[config.mk]
export PLATFORM = sky130hd
export DESIGN_NAME = tlul_sram_adapter_flat
export DESIGN_NICKNAME = d
export VERILOG_FILES = /design/src/rtl/tlul_sram_adapter_if.sv /design/src/rtl/tlul_sram_adapter.sv /design/src/flat_wrapper.sv
export SDC_FILE = /design/constraint.sdc
export NUM_CORES = 1
export LEC_CHECK = 0
export ABC_AREA = 1
export BUFFER_PORTS_ARGS = -buffer_cell sky130_fd_sc_hd__buf_2
export CORE_MARGIN = 10
export CORE_UTILIZATION = 48
export DETAILED_ROUTE_END_ITERATION = 10
export PLACE_DENSITY = 0.87
export REMOVE_ABC_BUFFERS = 1
export SLEW_MARGIN = 20
export SYNTH_ARGS = -nofsm -noshare
export SYNTH_HDL_FRONTEND = slang
export SYNTH_SLANG_ARGS = --single-unit
export TNS_END_PERCENT = 1
[constraint.sdc]
create_clock -name clk_i -period 5.4 [get_ports clk_i]
set_clock_uncertainty 0.2 [all_clocks]
set_input_delay 1.08 -clock clk_i [delete_from_list [all_inputs] [get_ports clk_i]]
set_output_delay 1.08 -clock clk_i [all_outputs]
set_load 0.05 [all_outputs]
[src/rtl/tlul_sram_adapter_if.sv]
// TL-UL A/D channel bundle between a host and the SRAM adapter.
// The host drives the A channel plus d_ready; the device drives the D channel plus a_ready.
interface tlul_sram_adapter_if;
  logic        a_valid;
  logic [2:0]  a_opcode;
  logic [2:0]  a_param;
  logic [1:0]  a_size;
  logic [7:0]  a_source;
  logic [31:0] a_address;
  logic [3:0]  a_mask;
  logic [31:0] a_data;
  logic        d_ready;

  logic        d_valid;
  logic [2:0]  d_opcode;
  logic [2:0]  d_param;
  logic [1:0]  d_size;
  logic [7:0]  d_source;
  logic        d_sink;
  logic [31:0] d_data;
  logic        d_user;
  logic        d_error;
  logic        a_ready;

  modport master (
    output a_valid, a_opcode, a_param, a_size, a_source, a_address, a_mask, a_data, d_ready,
    input  d_valid, d_opcode, d_param, d_size, d_source, d_sink, d_data, d_user, d_error, a_ready
  );

  modport slave (
    input  a_valid, a_opcode, a_param, a_size, a_source, a_address, a_mask, a_data, d_ready,
    output d_valid, d_opcode, d_param, d_size, d_source, d_sink, d_data, d_user, d_error, a_ready
  );
endinterface

[src/rtl/tlul_sram_adapter.sv]
// TL-UL device adapter onto a req/gnt/rvalid single-port SRAM, in-order responses.
// Define TLUL_SRAM_ERR_CHK_EN to also reject bad size/alignment/mask requests locally.
module tlul_sram_adapter #(
  parameter int unsigned SramAw      = 12,
  parameter int unsigned Outstanding = 2
) (
  input  logic               clk_i,
  input  logic               rst_ni,
  tlul_sram_adapter_if.slave tl,
  output logic               req_o,
  input  logic               gnt_i,
  output logic               we_o,
  output logic [SramAw-1:0]  addr_o,
  output logic [31:0]        wdata_o,
  output logic [31:0]        wmask_o,
  input  logic [31:0]        rdata_i,
  input  logic               rvalid_i
);

  localparam logic [2:0] OpPutFull    = 3'd0;
  localparam logic [2:0] OpPutPartial = 3'd1;
  localparam logic [2:0] OpGet        = 3'd4;
  localparam logic [2:0] OpAck        = 3'd0;
  localparam logic [2:0] OpAckData    = 3'd1;

  localparam int unsigned PtrW = (Outstanding > 1) ? $clog2(Outstanding) : 1;
  localparam int unsigned CntW = $clog2(Outstanding + 1);

  typedef struct packed {
    logic       is_read;
    logic       error;
    logic [1:0] size;
    logic [7:0] source;
  } req_t;

  function automatic logic [PtrW-1:0] f_inc(input logic [PtrW-1:0] p);
    return (p == PtrW'(Outstanding - 1)) ? '0 : p + 1'b1;
  endfunction

  logic w_chk_err;
  logic w_error;

`ifdef TLUL_SRAM_ERR_CHK_EN
  logic [3:0] w_lane;
  logic       w_unused;

  always_comb begin
    w_lane    = '0;
    w_chk_err = 1'b0;
    case (tl.a_size)
      2'd0: w_lane = 4'b0001 << tl.a_address[1:0];
      2'd1: begin
        w_lane    = tl.a_address[1] ? 4'b1100 : 4'b0011;
        w_chk_err = tl.a_address[0];
      end
      2'd2: begin
        w_lane    = 4'b1111;
        w_chk_err = |tl.a_address[1:0];
      end
      default: w_chk_err = 1'b1;
    endcase
    if ((tl.a_mask & ~w_lane) != '0) w_chk_err = 1'b1;
    if ((tl.a_opcode == OpPutFull) && ((tl.a_mask & w_lane) != w_lane)) w_chk_err = 1'b1;
  end

  assign w_unused = ^{tl.a_param, tl.a_address[31:SramAw+2]};
`else
  logic w_unused;

  assign w_chk_err = 1'b0;
  assign w_unused  = ^{tl.a_param, tl.a_address[31:SramAw+2], tl.a_address[1:0]};
`endif

  assign w_error = !(tl.a_opcode inside {OpGet, OpPutFull, OpPutPartial}) | w_chk_err;

  req_t                r_rq_mem [Outstanding];
  logic [PtrW-1:0]     r_rq_wptr, r_rq_rptr;
  logic [CntW-1:0]     r_rq_cnt;
  logic [31:0]         r_rs_mem [Outstanding];
  logic [PtrW-1:0]     r_rs_wptr, r_rs_rptr;
  logic [CntW-1:0]     r_rs_cnt;

  logic w_rq_full, w_rq_empty, w_rs_empty;
  logic w_a_ready, w_accept;
  logic w_head_valid, w_d_fire, w_rs_pop;
  req_t w_head, w_new;

  assign w_rq_full  = (r_rq_cnt == CntW'(Outstanding));
  assign w_rq_empty = (r_rq_cnt == '0);
  assign w_rs_empty = (r_rs_cnt == '0);

  assign w_a_ready = !w_rq_full & (w_error | gnt_i);
  assign w_accept  = tl.a_valid & w_a_ready;

  assign w_new.is_read = (tl.a_opcode == OpGet);
  assign w_new.error   = w_error;
  assign w_new.size    = tl.a_size;
  assign w_new.source  = tl.a_source;

  assign w_head       = r_rq_mem[r_rq_rptr];
  assign w_head_valid = !w_rq_empty & (w_head.error | !w_rs_empty);
  assign w_d_fire     = w_head_valid & tl.d_ready;
  assign w_rs_pop     = w_d_fire & !w_head.error;

  assign req_o   = tl.a_valid & !w_error & !w_rq_full;
  assign we_o    = (tl.a_opcode != OpGet);
  assign addr_o  = tl.a_address[SramAw+1:2];
  assign wdata_o = tl.a_data;

  always_comb begin
    wmask_o = '0;
    for (int unsigned b = 0; b < 4; b++) wmask_o[8*b +: 8] = {8{tl.a_mask[b]}};
  end

  always_ff @(posedge clk_i) begin
    if (w_accept) r_rq_mem[r_rq_wptr] <= w_new;
    if (rvalid_i) r_rs_mem[r_rs_wptr] <= rdata_i;
  end

  always_ff @(posedge clk_i or negedge rst_ni) begin
    if (!rst_ni) begin
      r_rq_wptr <= '0;
      r_rq_rptr <= '0;
      r_rq_cnt  <= '0;
      r_rs_wptr <= '0;
      r_rs_rptr <= '0;
      r_rs_cnt  <= '0;
    end else begin
      if (w_accept) r_rq_wptr <= f_inc(r_rq_wptr);
      if (w_d_fire) r_rq_rptr <= f_inc(r_rq_rptr);
      unique case ({w_accept, w_d_fire})
        2'b10:   r_rq_cnt <= r_rq_cnt + 1'b1;
        2'b01:   r_rq_cnt <= r_rq_cnt - 1'b1;
        default: ;
      endcase
      if (rvalid_i) r_rs_wptr <= f_inc(r_rs_wptr);
      if (w_rs_pop) r_rs_rptr <= f_inc(r_rs_rptr);
      unique case ({rvalid_i, w_rs_pop})
        2'b10:   r_rs_cnt <= r_rs_cnt + 1'b1;
        2'b01:   r_rs_cnt <= r_rs_cnt - 1'b1;
        default: ;
      endcase
    end
  end

  // D channel is decoded from FIFO state only, so it is held stable until d_ready
  // and reaches d_valid one cycle earlier than a separate output register would.
  assign tl.a_ready  = w_a_ready;
  assign tl.d_valid  = w_head_valid;
  assign tl.d_opcode = (w_head_valid && w_head.is_read) ? OpAckData : OpAck;
  assign tl.d_size   = w_head_valid ? w_head.size : '0;
  assign tl.d_source = w_head_valid ? w_head.source : '0;
  assign tl.d_error  = w_head_valid & w_head.error;
  assign tl.d_data   = (w_head_valid && w_head.is_read && !w_head.error) ? r_rs_mem[r_rs_rptr] : '0;
  assign tl.d_param  = '0;
  assign tl.d_sink   = 1'b0;
  assign tl.d_user   = 1'b0;

endmodule

[src/flat_wrapper.sv]
// flat-port wrapper written by rule: the top's interface ports become plain ports
module tlul_sram_adapter_flat 
#(
  parameter int unsigned SramAw      = 12,
  parameter int unsigned Outstanding = 2
)
  (clk_i, rst_ni, req_o, gnt_i, we_o, addr_o, wdata_o, wmask_o, rdata_i, rvalid_i, tl_a_valid, tl_a_opcode, tl_a_param, tl_a_size, tl_a_source, tl_a_address, tl_a_mask, tl_a_data, tl_d_ready, tl_d_valid, tl_d_opcode, tl_d_param, tl_d_size, tl_d_source, tl_d_sink, tl_d_data, tl_d_user, tl_d_error, tl_a_ready);
  tlul_sram_adapter_if tl_i ();
  input  logic clk_i;
  input  logic rst_ni;
  output logic req_o;
  input  logic gnt_i;
  output logic we_o;
  output logic [SramAw-1:0] addr_o;
  output logic [31:0] wdata_o;
  output logic [31:0] wmask_o;
  input  logic [31:0] rdata_i;
  input  logic rvalid_i;
  input wire logic [$bits(tl_i.a_valid)-1:0] tl_a_valid;
  input wire logic [$bits(tl_i.a_opcode)-1:0] tl_a_opcode;
  input wire logic [$bits(tl_i.a_param)-1:0] tl_a_param;
  input wire logic [$bits(tl_i.a_size)-1:0] tl_a_size;
  input wire logic [$bits(tl_i.a_source)-1:0] tl_a_source;
  input wire logic [$bits(tl_i.a_address)-1:0] tl_a_address;
  input wire logic [$bits(tl_i.a_mask)-1:0] tl_a_mask;
  input wire logic [$bits(tl_i.a_data)-1:0] tl_a_data;
  input wire logic [$bits(tl_i.d_ready)-1:0] tl_d_ready;
  output wire logic [$bits(tl_i.d_valid)-1:0] tl_d_valid;
  output wire logic [$bits(tl_i.d_opcode)-1:0] tl_d_opcode;
  output wire logic [$bits(tl_i.d_param)-1:0] tl_d_param;
  output wire logic [$bits(tl_i.d_size)-1:0] tl_d_size;
  output wire logic [$bits(tl_i.d_source)-1:0] tl_d_source;
  output wire logic [$bits(tl_i.d_sink)-1:0] tl_d_sink;
  output wire logic [$bits(tl_i.d_data)-1:0] tl_d_data;
  output wire logic [$bits(tl_i.d_user)-1:0] tl_d_user;
  output wire logic [$bits(tl_i.d_error)-1:0] tl_d_error;
  output wire logic [$bits(tl_i.a_ready)-1:0] tl_a_ready;
  assign tl_i.a_valid = tl_a_valid;
  assign tl_i.a_opcode = tl_a_opcode;
  assign tl_i.a_param = tl_a_param;
  assign tl_i.a_size = tl_a_size;
  assign tl_i.a_source = tl_a_source;
  assign tl_i.a_address = tl_a_address;
  assign tl_i.a_mask = tl_a_mask;
  assign tl_i.a_data = tl_a_data;
  assign tl_i.d_ready = tl_d_ready;
  assign tl_d_valid = tl_i.d_valid;
  assign tl_d_opcode = tl_i.d_opcode;
  assign tl_d_param = tl_i.d_param;
  assign tl_d_size = tl_i.d_size;
  assign tl_d_source = tl_i.d_source;
  assign tl_d_sink = tl_i.d_sink;
  assign tl_d_data = tl_i.d_data;
  assign tl_d_user = tl_i.d_user;
  assign tl_d_error = tl_i.d_error;
  assign tl_a_ready = tl_i.a_ready;
  tlul_sram_adapter #(.SramAw(SramAw), .Outstanding(Outstanding)) u_core (.clk_i(clk_i), .rst_ni(rst_ni), .tl(tl_i), .req_o(req_o), .gnt_i(gnt_i), .we_o(we_o), .addr_o(addr_o), .wdata_o(wdata_o), .wmask_o(wmask_o), .rdata_i(rdata_i), .rvalid_i(rvalid_i));
endmodule
==> load_flow_metrics.sql, run 1 <==
INSERT INTO impl_metrics (metric_group, metric, value, unit) VALUES
('worst_setup_path', 'rr_worst_depth', '10', ''),
('floorplanning', 'total_die_area', '13800', 'um2'),
('grt', 'via_count_of_the_first_global_routing_pass', '2851', ''),
('sta', 'max-slew-margin-rel', '33.8', '%'),
('layout', 'final_net_count', '530', ''),
('worst_setup_path', 'timing.critical_path.to_type', 'primary output', ''),
('detailed_routing', 'drt_pre_antenna_iters', '5', ''),
('detailed_routing', 'wl', '12000', 'um'),
('synthesis', 'post_synth_inst_count', '385', ''),
('floorplanning', 'floorplan.initialDensity', '49.4', '%'),
('clock_network', 'post-cts-setup-buffers', '0', ''),
('place', 'rd_place_congestion', '0.774', ''),
('clock_network', 'cts_sinks', '96', ''),
('synthesis', 'synth-seq-area-share', '62.2', '%'),
('grt', 'grt_antenna_before_repair', '1', ''),
('pwr', 'power.ir.vdd_worst', '279', 'uV'),
('detailed_routing', 'post-route-drc-count', '0', ''),
('clock_network', 'cts.repair.resized', '0', ''),
('place', 'dpl_cell_area', '4560', 'um2'),
('place', 'dpl.hpwl', '9370', 'um'),
('place', 'pre_cts_ws', '1.76', 'ns'),
('clock_network', 'clk_latency', '0.34', 'ns'),
('sta', 'timing.final.ws_setup', '1.46', 'ns'),
('clock_network', 'worst_setup_hold_path_clk_slew', '0.09', 'ns'),
('layout', 'layout-drive-gt1-share', '39.9', '%'),
('status', 'run_status', 'completed', ''),
('clock_network', 'clock-root-buffer', 'clkbuf_8', ''),
('layout', 'synthToLayoutAreaGrowth', '4.69', '%'),
('flow_run', 'max_cap_violations', '0', ''),
('grt', 'grt_pass1_wl', '17700', 'um'),
('detailed_routing', 'routed.top_layer', 'met5', ''),
('sta', 'whs', '0.321', 'ns'),
('floorplanning', 'floorplan.die.height', '118', 'um'),
('synthesis', 'synthesis.area_per_instance', '11.9', 'um2'),
('clock_network', 'cts_tree', 'done', ''),
('min_path', 'type_of_the_most_critical_hold_path', 'reg2reg', ''),
('floorplanning', 'coreArea', '9240', 'um2'),
('detailed_routing', 'detailroute.via_count', '2677', ''),
('sta', 'worst_pin_slew', '0.987', 'ns'),
('grt', 'grt_max_degree', '34', ''),
('detailed_routing', 'final_antenna_net_count', '0', ''),
('sta', 'timing_max_transition_violations_final', '0', ''),
('sta', 'final.period_utilization', '73.0', '%'),
('synthesis', 'synth-seq-cells', '96', ''),
('synthesis', 'synth_warnings', '0', ''),
('grt', 'grt-ovfl-total', '0', ''),
('clock_network', 'number_of_levels_the_h_tree_was_split_into', '3', ''),
('detailed_routing', 'm1WireLength', '3970', 'um'),
('grt', 'globalRouteTotalUtil', '17.1', '%'),
('worst_setup_path', 'cp_max_fo', '32', ''),
('sta', 'hold_violations', '0', ''),
('detailed_routing', 'detail_route.wl_per_cell', '22.3', 'um'),
('sta', 'timing.final.crit_period', '3.94', 'ns'),
('detailed_routing', 'detailroute.wirelength.met3', '1950', 'um'),
('pwr', 'power.density', '592', 'nW/um2'),
('worst_setup_path', 'timing.critical_path.arrival', '2.66', 'ns'),
('worst_setup_path', 'cp_launch_type', 'flip-flop', ''),
('layout', 'final_util', '51.7', '%'),
('floorplanning', 'top_level_ports', '253', ''),
('clock_network', 'clock_tree.buffer_depth', '2', ''),
('synthesis', 'post_synth_instance_area', '4570', 'um2'),
('synthesis', 'unique_cell_type_count_in_the_yosys_netlist', '25', ''),
('sta', 'grt_setup_unrepaired', 'no', ''),
('min_path', 'hold_path_depth', '1', ''),
('detailed_routing', 'routed-wl-met2', '5680', 'um'),
('detailed_routing', 'drt-vias-per-instance', '4.96', ''),
('layout', 'diodes', '0', ''),
('worst_setup_path', 'criticalPathCategory', 'reg2out', ''),
('clock_network', 'post_cts_hold_buffer_count', '0', ''),
('sta', 'setup_total_negative_slack', '0', 'ns'),
('pwr', 'static-leakage-power', '1.96', 'nW'),
('clock_network', 'numCtsBuffers', '9', ''),
('place', 'port_buffers', '98', ''),
('sta', 'clock.fmax', '254', 'MHz'),
('worst_setup_path', 'timing.critical_path.required', '4.12', 'ns'),
('detailed_routing', 'dr.first_iter.drc_count', '110', ''),
('sta', 'setup_viol', '0', ''),
('floorplanning', 'die-width', '118', 'um'),
('layout', 'finish.instance_area', '4780', 'um2'),
('floorplanning', 'row_count', '35', '');
[state kept, by name (all words and copies together) (netlist names)]
name              flops
u_core.r_rs_mem      64
u_core.r_rq_rptr      1
u_core.r_rq_cnt       2
u_core.r_rs_wptr      1
u_core.r_rq_wptr      1
u_core.r_rs_rptr      1
u_core.r_rq_mem      24
u_core.r_rs_cnt       2
[cell usage in the layout, fill, tap and decap left out, types with 2 or more instances in the layout]
master and n:
o21ai_0 3, conb_1 7, a21oi_2 39, nor2_2 3
inv_1 18, nor2_1 5, buf_4 2, edfxtp_1 88
inv_6 2, xnor2_1 2, a21oi_1 8, xor2_1 3
nand4_1 2, ha_1 2, nand2_1 97, dfrtp_1 8
nand2_2 3, clkbuf_8 9, bufinv_16 2, buf_2 98
[logic make-up (layout without fill, tap and decap cells)]
group / count (synthesis) / after routing / share of synthesized area, %
AND/OR/NAND/NOR: 114 / 114 / 10.1
AO/OA/AOI/OAI: 51 / 51 / 8.93
other: 1 / 7 / 0.0821
buffers and inverters: 116 / 136 / 17.1
flip-flops: 96 / 96 / 62.2
XOR/XNOR: 5 / 5 / 0.959
adder cells (fa/ha/maj): 2 / 2 / 0.548
[synthesized netlist by cell type (all sizes together)]
library cell	instances	area [um2]
clkbuf	5	18.8
nor2	9	36.3
inv	20	75.1
dfrtp	8	200
buf	91	687
xnor2	2	17.5
nand3	1	5.00
o21ai	3	15.0
nand4	3	33.8
xor2	3	26.3
nand2	100	383
edfxtp	88	2640
nor3	1	5.00
a21oi	47	382
a21boi	1	11.3
conb	1	3.75
ha	2	25.0
[critical path: stages (launching register included)]
cell	delay (ns)
dfrtp_1	0.57
inv_2	0.28
nand2_1	0.10
nand2_2	0.12
nand4_4	0.59
a21oi_1	0.31
buf_2	0.31
[power breakdown]
| part | total [mW] | switching [mW] | leakage (nW) | internal, mW |
|---|---|---|---|---|
| clock network | 0.508 | 0.244 | 0.107 | 0.264 |
| logic | 1.26 | 0.992 | 0.941 | 0.268 |
| registers | 1.06 | 0.0688 | 0.916 | 0.994 |
| total | 2.83 | 1.30 | 1.96 | 1.53 |
[metrics by stage]
step | std cells | total power [mW]
2_1_floorplan | 295 | 2.03
3_3_place_gp | 524 | 2.32
3_5_place_dp | 524 | 2.36
4_1_cts | 540 | 2.86
5_1_grt | 540 | 3.00
6_report | 540 | 2.83
[per-layer routing]
metal | vias up | GRT usage (%)
met1 | 1240 | 15.9
met3 | 20 | 13.0
met4 | 4 | 7.42
met2 | 180 | 26.9
met5 | - | 5.51
li1 | 1233 | -
[cell type report]
class	instances	area, um2
inverter	20	75.1
clock buffer	10	128
tap	129	161
timing repair buffer	100	505
sequential	96	2840
multi-input combinational	179	978
clock inverter	6	90.1
fill	792	4460
[worst paths after layout]
path / from / end / slack (ns)
min in group asynchronous: rst_ni / u_core.r_rq_wptr / 0.36
hold reg to reg: u_core.r_rs_cnt[0] / u_core.r_rs_cnt[0] / 0.32
setup reg to reg: u_core.r_rq_rptr / u_core.r_rq_cnt[1] / 3.04
setup / recovery: u_core.r_rq_rptr / tl_d_data[0] / 1.46
max in group asynchronous: rst_ni / u_core.r_rs_rptr / 4.46
hold / removal: u_core.r_rs_cnt[0] / u_core.r_rs_cnt[0] / 0.32
(Power assumes the default switching activity.)
==> run 2, diff against run 1 <==
CORE_UTILIZATION = 40   (was 48)
PLACE_DENSITY = 0.77   (was 0.87)
clock period = 3.6 ns   (was 5.4 ns; I/O delays follow)
==> load_flow_metrics.sql, run 2 (synthesis results as in run 1) <==
INSERT INTO impl_metrics (metric_group, metric, value, unit) VALUES
('sta', 'whs', '0.00784', 'ns'),
('floorplanning', 'row_count', '38', ''),
('layout', 'most_common_library_cell_in_the_layout_ignoring_fill_and_taps', 'nand2_1', ''),
('clock_network', 'clock_tree.buffer_depth', '2', ''),
('detailed_routing', 'detailroute.via_count', '2673', ''),
('layout', 'synthToLayoutAreaGrowth', '8.79', '%'),
('status', 'run_status', 'completed', ''),
('sta', 'grt_setup_unrepaired', 'yes', ''),
('pwr', 'static-leakage-power', '2.02', 'nW'),
('worst_setup_path', 'cp_max_fo', '32', ''),
('clock_network', 'numCtsBuffers', '9', ''),
('floorplanning', 'total_die_area', '16100', 'um2'),
('layout', 'fillCellCount', '1024', ''),
('grt', 'via_count_of_the_first_global_routing_pass', '2747', ''),
('clock_network', 'clock-root-buffer', 'clkbuf_16', ''),
('worst_setup_path', 'timing.critical_path.required', '2.68', 'ns'),
('place', 'port_buffers', '98', ''),
('layout', 'leading_registers_by_flop_count', 'u_core.r_rs_mem: 64 flops, u_core.r_rq_mem: 24 flops', ''),
('floorplanning', 'top_level_ports', '253', ''),
('clock_network', 'number_of_levels_the_h_tree_was_split_into', '3', ''),
('sta', 'setup_viol', '0', ''),
('clock_network', 'clk_latency', '0.34', 'ns'),
('worst_setup_path', 'cp_launch_type', 'flip-flop', ''),
('layout', 'most-common-layout-cells', '97 x nand2_1, 88 x edfxtp_1, 85 x buf_2, 39 x a21oi_2, 19 x inv_1', ''),
('sta', 'timing_max_transition_violations_final', '0', ''),
('floorplanning', 'coreArea', '11000', 'um2'),
('worst_setup_path', 'criticalPathCategory', 'reg2out', ''),
('worst_setup_path', 'rr_worst_depth', '10', ''),
('grt', 'grt_max_degree', '34', ''),
('place', 'dpl.hpwl', '10600', 'um'),
('detailed_routing', 'drt_pre_antenna_iters', '4', ''),
('detailed_routing', 'drt-vias-per-instance', '4.82', ''),
('sta', 'hold_violations', '0', ''),
('layout', 'flip_flop_count_of_the_largest_register_all_copies_and_words_added', '64', ''),
('sta', 'max-slew-margin-rel', '35.6', '%'),
('layout', 'final_net_count', '533', ''),
('layout', 'combined_area_of_the_multi_input_logic_cells', '973', 'um2'),
('layout', 'layout-drive-gt1-share', '40.3', '%'),
('floorplanning', 'floorplan.die.height', '127', 'um'),
('clock_network', 'post_cts_hold_buffer_count', '0', ''),
('worst_setup_path', 'timing.critical_path.to_type', 'primary output', ''),
('floorplanning', 'floorplan.initialDensity', '41.4', '%'),
('grt', 'grt_pass1_wl', '18900', 'um'),
('sta', 'timing.final.crit_period', '3.52', 'ns'),
('flow_run', 'max_cap_violations', '0', ''),
('clock_network', 'cts_sinks', '96', ''),
('grt', 'grt-ovfl-total', '0', ''),
('sta', 'final.period_utilization', '97.7', '%'),
('pwr', 'power.density', '911', 'nW/um2'),
('detailed_routing', 'final_antenna_net_count', '0', ''),
('layout', 'registers.top_by_ff_count', 'u_core.r_rs_mem', ''),
('layout', 'sequential_cell_area', '2840', 'um2'),
('detailed_routing', 'wl', '13400', 'um'),
('detailed_routing', 'dr.first_iter.drc_count', '147', ''),
('clock_network', 'cts_tree', 'done', ''),
('worst_setup_path', 'critical_path.reg2reg.startpoint', 'u_core.r_rq_rptr', ''),
('place', 'rd_place_congestion', '0.792', ''),
('clock_network', 'worst_setup_hold_path_clk_slew', '0.07', 'ns'),
('detailed_routing', 'detail_route.wl_per_cell', '24.2', 'um'),
('layout', 'diodes', '0', ''),
('min_path', 'type_of_the_most_critical_hold_path', 'in2async', ''),
('grt', 'globalRouteTotalUtil', '16.4', '%'),
('grt', 'grt_antenna_before_repair', '0', ''),
('detailed_routing', 'post-route-drc-count', '0', ''),
('sta', 'worst_pin_slew', '0.964', 'ns'),
('sta', 'clock.fmax', '284', 'MHz'),
('pwr', 'power.ir.vdd_worst', '393', 'uV'),
('sta', 'setup_total_negative_slack', '0', 'ns'),
('worst_setup_path', 'timing.critical_path.arrival', '2.60', 'ns'),
('worst_setup_path', 'r2r_end', 'u_core.r_rq_cnt[1]', ''),
('floorplanning', 'die-width', '127', 'um'),
('worst_setup_path', 'rrSetupSlack', '1.43', 'ns'),
('place', 'dpl_cell_area', '4610', 'um2'),
('layout', 'finish.instance_area', '4970', 'um2'),
('clock_network', 'post-cts-setup-buffers', '0', ''),
('pwr', 'finalPower', '4.53', 'mW');
## run 2: timing repair
item / CTS / global route
pin swaps: 0 / 1
gates cloned: 0 / 0
resized for setup: 2 / 18
endpoints found under the setup margin: 32 / 15
## run 2: how the worst max path moves through the flow
| stage | endpoint | slack [ns] | cells past startpoint | start |
|---|---|---|---|---|
| floorplan | tl_d_opcode[0] | 0.36 | 6 | u_core.r_rq_rptr |
| global placement | tl_d_data[28] | 0.30 | 6 | u_core.r_rq_rptr |
| detailed placement | tl_d_data[28] | 0.23 | 6 | u_core.r_rq_rptr |
| CTS | tl_d_data[28] | 0.04 | 6 | u_core.r_rq_rptr |
| global route | tl_d_data[31] | -0.08 | 6 | u_core.r_rq_rptr |
| finish | tl_d_data[31] | 0.08 | 6 | u_core.r_rq_rptr |
## run 2: cell type report
class	instances	area share, %
Clock buffer	12	5.82
Multi-Input combinational cell	179	19.6
Inverter	20	1.56
Sequential cell	96	57.2
Clock inverter	4	0.655
Timing Repair Buffer	103	11.6
Tap cell	140	3.53
## run 2: power breakdown
group          internal [mW]  switching, mW
Combinational          0.440           1.51
Clock                  0.573          0.405
Sequential              1.49          0.105
Total                   2.51           2.02
## run 2: metal layers
metal / vias to the layer above / share of wire (%) / track usage [%]
met4: 4 / 1.0 / 5.09
li1: 1244 / - / -
met2: 174 / 45 / 24.4
met5: - / 1.3 / 8.36
met3: 14 / 22 / 17.2
met1: 1237 / 30 / 14.1
## run 2: stage by stage
step / worst slack, ns / util (%) / std cells
floorplan: 0.358 / - / 295
finish: 0.0822 / 45.0 / 554
detailed placement: 0.233 / 41.8 / 538
CTS: 0.0351 / 44.7 / 554
global placement: 0.298 / 41.8 / 538
global route: -0.0843 / 45.0 / 554
## run 2: worst max-delay path, cell delays in order (launching register included)
cell and delay [ns]:
dfrtp_2 0.53, inv_4 0.19, nor2_1 0.09, nor2_2 0.13, nand4_4 0.60, a21oi_1 0.36
buf_2 0.31
==> run 3, diff against run 2 <==
CORE_UTILIZATION = 45   (was 40)
CTS_CLUSTER_DIAMETER = 120   (was default)
PLACE_DENSITY = 0.82   (was 0.77)
clock period = 3.8 ns   (was 3.6 ns; I/O delays follow)
==> load_flow_metrics.sql, run 3 (synthesis results as in run 1) <==
INSERT INTO impl_metrics (metric_group, metric, value, unit) VALUES
('sta', 'grt_setup_unrepaired', 'no', ''),
('layout', 'layout-drive-gt1-share', '40.0', '%'),
('floorplanning', 'total_die_area', '14600', 'um2'),
('worst_setup_path', 'r2r_end', 'u_core.r_rq_mem[0][3]', ''),
('layout', 'combined_area_of_the_multi_input_logic_cells', '976', 'um2'),
('worst_setup_path', 'cp.buffers_inverters', '2', ''),
('pwr', 'internal_power', '2.16', 'mW'),
('grt', 'globalRouteTotalUtil', '17.4', '%'),
('clock_network', 'post-cts-setup-buffers', '0', ''),
('worst_setup_path', 'timing.critical_path.arrival', '2.58', 'ns'),
('detailed_routing', 'detailroute.via_count', '2711', ''),
('pwr', 'finalPower', '4.03', 'mW'),
('worst_setup_path', 'rr_worst_depth', '4', ''),
('pwr', 'power.switching_fraction', '46.3', '%'),
('place', 'placed_cells', '529', ''),
('sta', 'max-slew-margin-rel', '31.9', '%'),
('worst_setup_path', 'worst_path_dominant_cell_family', 'simple AND/OR/NAND/NOR gates', ''),
('floorplanning', 'row_count', '36', ''),
('layout', 'fillCellCount', '871', ''),
('layout', 'final_util', '48.8', '%'),
('worst_setup_path', 'timing.critical_path.to_type', 'primary output', ''),
('worst_setup_path', 'timing.critical_path.slowest_cell_delay', '0.60', 'ns'),
('sta', 'timing.final.crit_period', '3.54', 'ns'),
('grt', 'grt_pass1_wl', '18200', 'um'),
('layout', 'flip_flop_count_of_the_largest_register_all_copies_and_words_added', '64', ''),
('worst_setup_path', 'critical_path.reg2reg.startpoint', 'u_core.r_rq_cnt[0]', ''),
('grt', 'via_count_of_the_first_global_routing_pass', '2763', ''),
('grt', 'grt.met3_usage', '17.8', '%'),
('sta', 'timing_max_transition_violations_final', '0', ''),
('clock_network', 'clock-root-buffer', 'clkbuf_8', ''),
('detailed_routing', 'drt_pre_antenna_iters', '4', ''),
('sta', 'clock.fmax', '282', 'MHz'),
('floorplanning', 'floorplan.die.height', '121', 'um'),
('worst_setup_path', 'timing.critical_path.required', '2.84', 'ns'),
('clock_network', 'number_of_levels_the_h_tree_was_split_into', '3', ''),
('clock_network', 'cts.repair.resized', '0', ''),
('layout', 'post_route_insts_no_fill', '546', ''),
('clock_network', 'post_cts_hold_buffer_count', '0', ''),
('worst_setup_path', 'cp_launch_type', 'flip-flop', ''),
('floorplanning', 'floorplan.initialDensity', '46.5', '%'),
('floorplanning', 'coreArea', '9820', 'um2'),
('pwr', 'power.net_switching', '1.87', 'mW'),
('place', 'port_buffers', '98', ''),
('worst_setup_path', 'timing.critical_path.cells', 'inv_4 -> nor2_1 -> nor2_2 -> nand4_4 -> a21oi_2 -> buf_2', ''),
('clock_network', 'cts_tree', 'done', ''),
('sta', 'setup_total_negative_slack', '0', 'ns'),
('flow_run', 'max_cap_violations', '0', ''),
('clock_network', 'cts_sinks', '96', ''),
('layout', 'sequential_cell_area', '2840', 'um2'),
('grt', 'grt_max_degree', '34', ''),
('pwr', 'power.share.clock', '17.6', '%'),
('place', 'dpl.hpwl', '10100', 'um'),
('status', 'run_status', 'completed', ''),
('pwr', 'static-leakage-power', '1.97', 'nW'),
('grt', 'use_met1', '14.0', '%'),
('pwr', 'power.density', '841', 'nW/um2'),
('place', 'rd_place_congestion', '0.795', ''),
('clock_network', 'numCtsBuffers', '9', ''),
('grt', 'grt-ovfl-total', '0', ''),
('detailed_routing', 'drt-vias-per-instance', '4.97', ''),
('sta', 'hold_violations', '0', ''),
('floorplanning', 'top_level_ports', '253', ''),
('layout', 'most_common_library_cell_in_the_layout_ignoring_fill_and_taps', 'buf_2', ''),
('layout', 'synthToLayoutAreaGrowth', '4.88', '%'),
('layout', 'most-common-layout-cells', '98 x buf_2, 97 x nand2_1, 88 x edfxtp_1, 39 x a21oi_2, 19 x inv_1', ''),
('clock_network', 'clk_latency', '0.36', 'ns'),
('sta', 'final.period_utilization', '93.3', '%'),
('sta', 'worst_pin_slew', '1.02', 'ns'),
('worst_setup_path', 'rrSetupSlack', '1.61', 'ns'),
('worst_setup_path', 'cp_max_fo', '32', ''),
('floorplanning', 'die-width', '121', 'um'),
('pwr', 'power.ir.vdd_worst', '380', 'uV'),
('pwr', 'combPwrFrac', '44.8', '%'),
('grt', 'grt_antenna_before_repair', '2', ''),
('detailed_routing', 'dr.first_iter.drc_count', '94', ''),
('grt', 'gr_met2_demand_resource', '27.5', '%'),
('detailed_routing', 'detail_route.wl_per_cell', '23.9', 'um'),
('pwr', 'sequentialPowerShare', '37.6', '%'),
('layout', 'final_net_count', '531', ''),
('worst_setup_path', 'critPathSlowestCell', 'nand4_4', ''),
('min_path', 'type_of_the_most_critical_hold_path', 'in2async', ''),
('clock_network', 'clock_tree.buffer_depth', '2', ''),
('sta', 'setup_viol', '0', ''),
('detailed_routing', 'post-route-drc-count', '0', ''),
('grt', 'global_route.peak_usage_layer', 'met2', ''),
('clock_network', 'worst_setup_hold_path_clk_slew', '0.09', 'ns'),
('worst_setup_path', 'criticalPathCategory', 'reg2out', ''),
('detailed_routing', 'wl', '13100', 'um'),
('detailed_routing', 'final_antenna_net_count', '0', ''),
('layout', 'leading_registers_by_flop_count', 'u_core.r_rs_mem: 64 flops, u_core.r_rq_mem: 24 flops', ''),
('layout', 'registers.top_by_ff_count', 'u_core.r_rs_mem', '');
[run 3: changes by cell type in the layout (fill, tap and decap cells not counted), sizes merged]
cell	delta
clkinv	+2
buf	+7
bufinv	+2
clkbuf	-12
clkinvlp	-1
diode	+1
[run 3: per-layer routing]
layer  up-vias  wire length (um)
met1      1260              3760
li1       1236                 -
met5         -                96
met4         6               238
met3        21              2790
met2       188              6170
[run 3: per-stage QoR]
step           setup WS [ns]  area [um2]  hold WS (ns)
2_1_floorplan          0.518        3880         0.263
3_3_place_gp           0.472        4570         0.296
3_5_place_dp           0.441        4570         0.305
4_1_cts               0.0265        4780        0.0119
5_1_grt               0.0641        4790        0.0160
6_report               0.256        4790        0.0255
[run 3: worst max-delay path by stage]
stage	from	endpoint	slack, ns	cells after the start
floorplan	u_core.r_rq_rptr	tl_d_opcode[0]	0.52	6
global placement	u_core.r_rq_rptr	tl_d_data[17]	0.47	6
detailed placement	u_core.r_rq_rptr	tl_d_data[17]	0.44	6
CTS	u_core.r_rq_rptr	tl_d_data[17]	0.03	6
global route	u_core.r_rq_rptr	tl_d_data[18]	0.06	6
finish	u_core.r_rq_rptr	tl_d_data[5]	0.26	6
[run 3: final cells by class]
cell class / instances / share of cell area [%]
multi-input cells: 179 / 20.4
clock buffers: 9 / 2.59
flip-flops and latches: 96 / 59.4
clock inverters: 7 / 1.80
inverters: 20 / 1.62
diodes: 1 / 0.0522
repair buffers: 101 / 10.7
well taps: 133 / 3.47
[run 3: worst register-to-register path, cell delays in order, from the launching register on]
cell and delay, ns:
dfrtp_1 0.42, inv_1 0.11, a21boi_2 0.17, nand2_1 0.13, nor2_1 0.79
[run 3: power by group through the flow]
stage	Combinational (mW)	Clock, mW	Sequential (mW)
finish	1.81	0.710	1.51
global route	1.94	0.772	1.54
CTS	1.83	0.725	1.51
detailed placement	1.82	0	1.54
global placement	1.79	0	1.52
floorplan	1.35	0	1.54
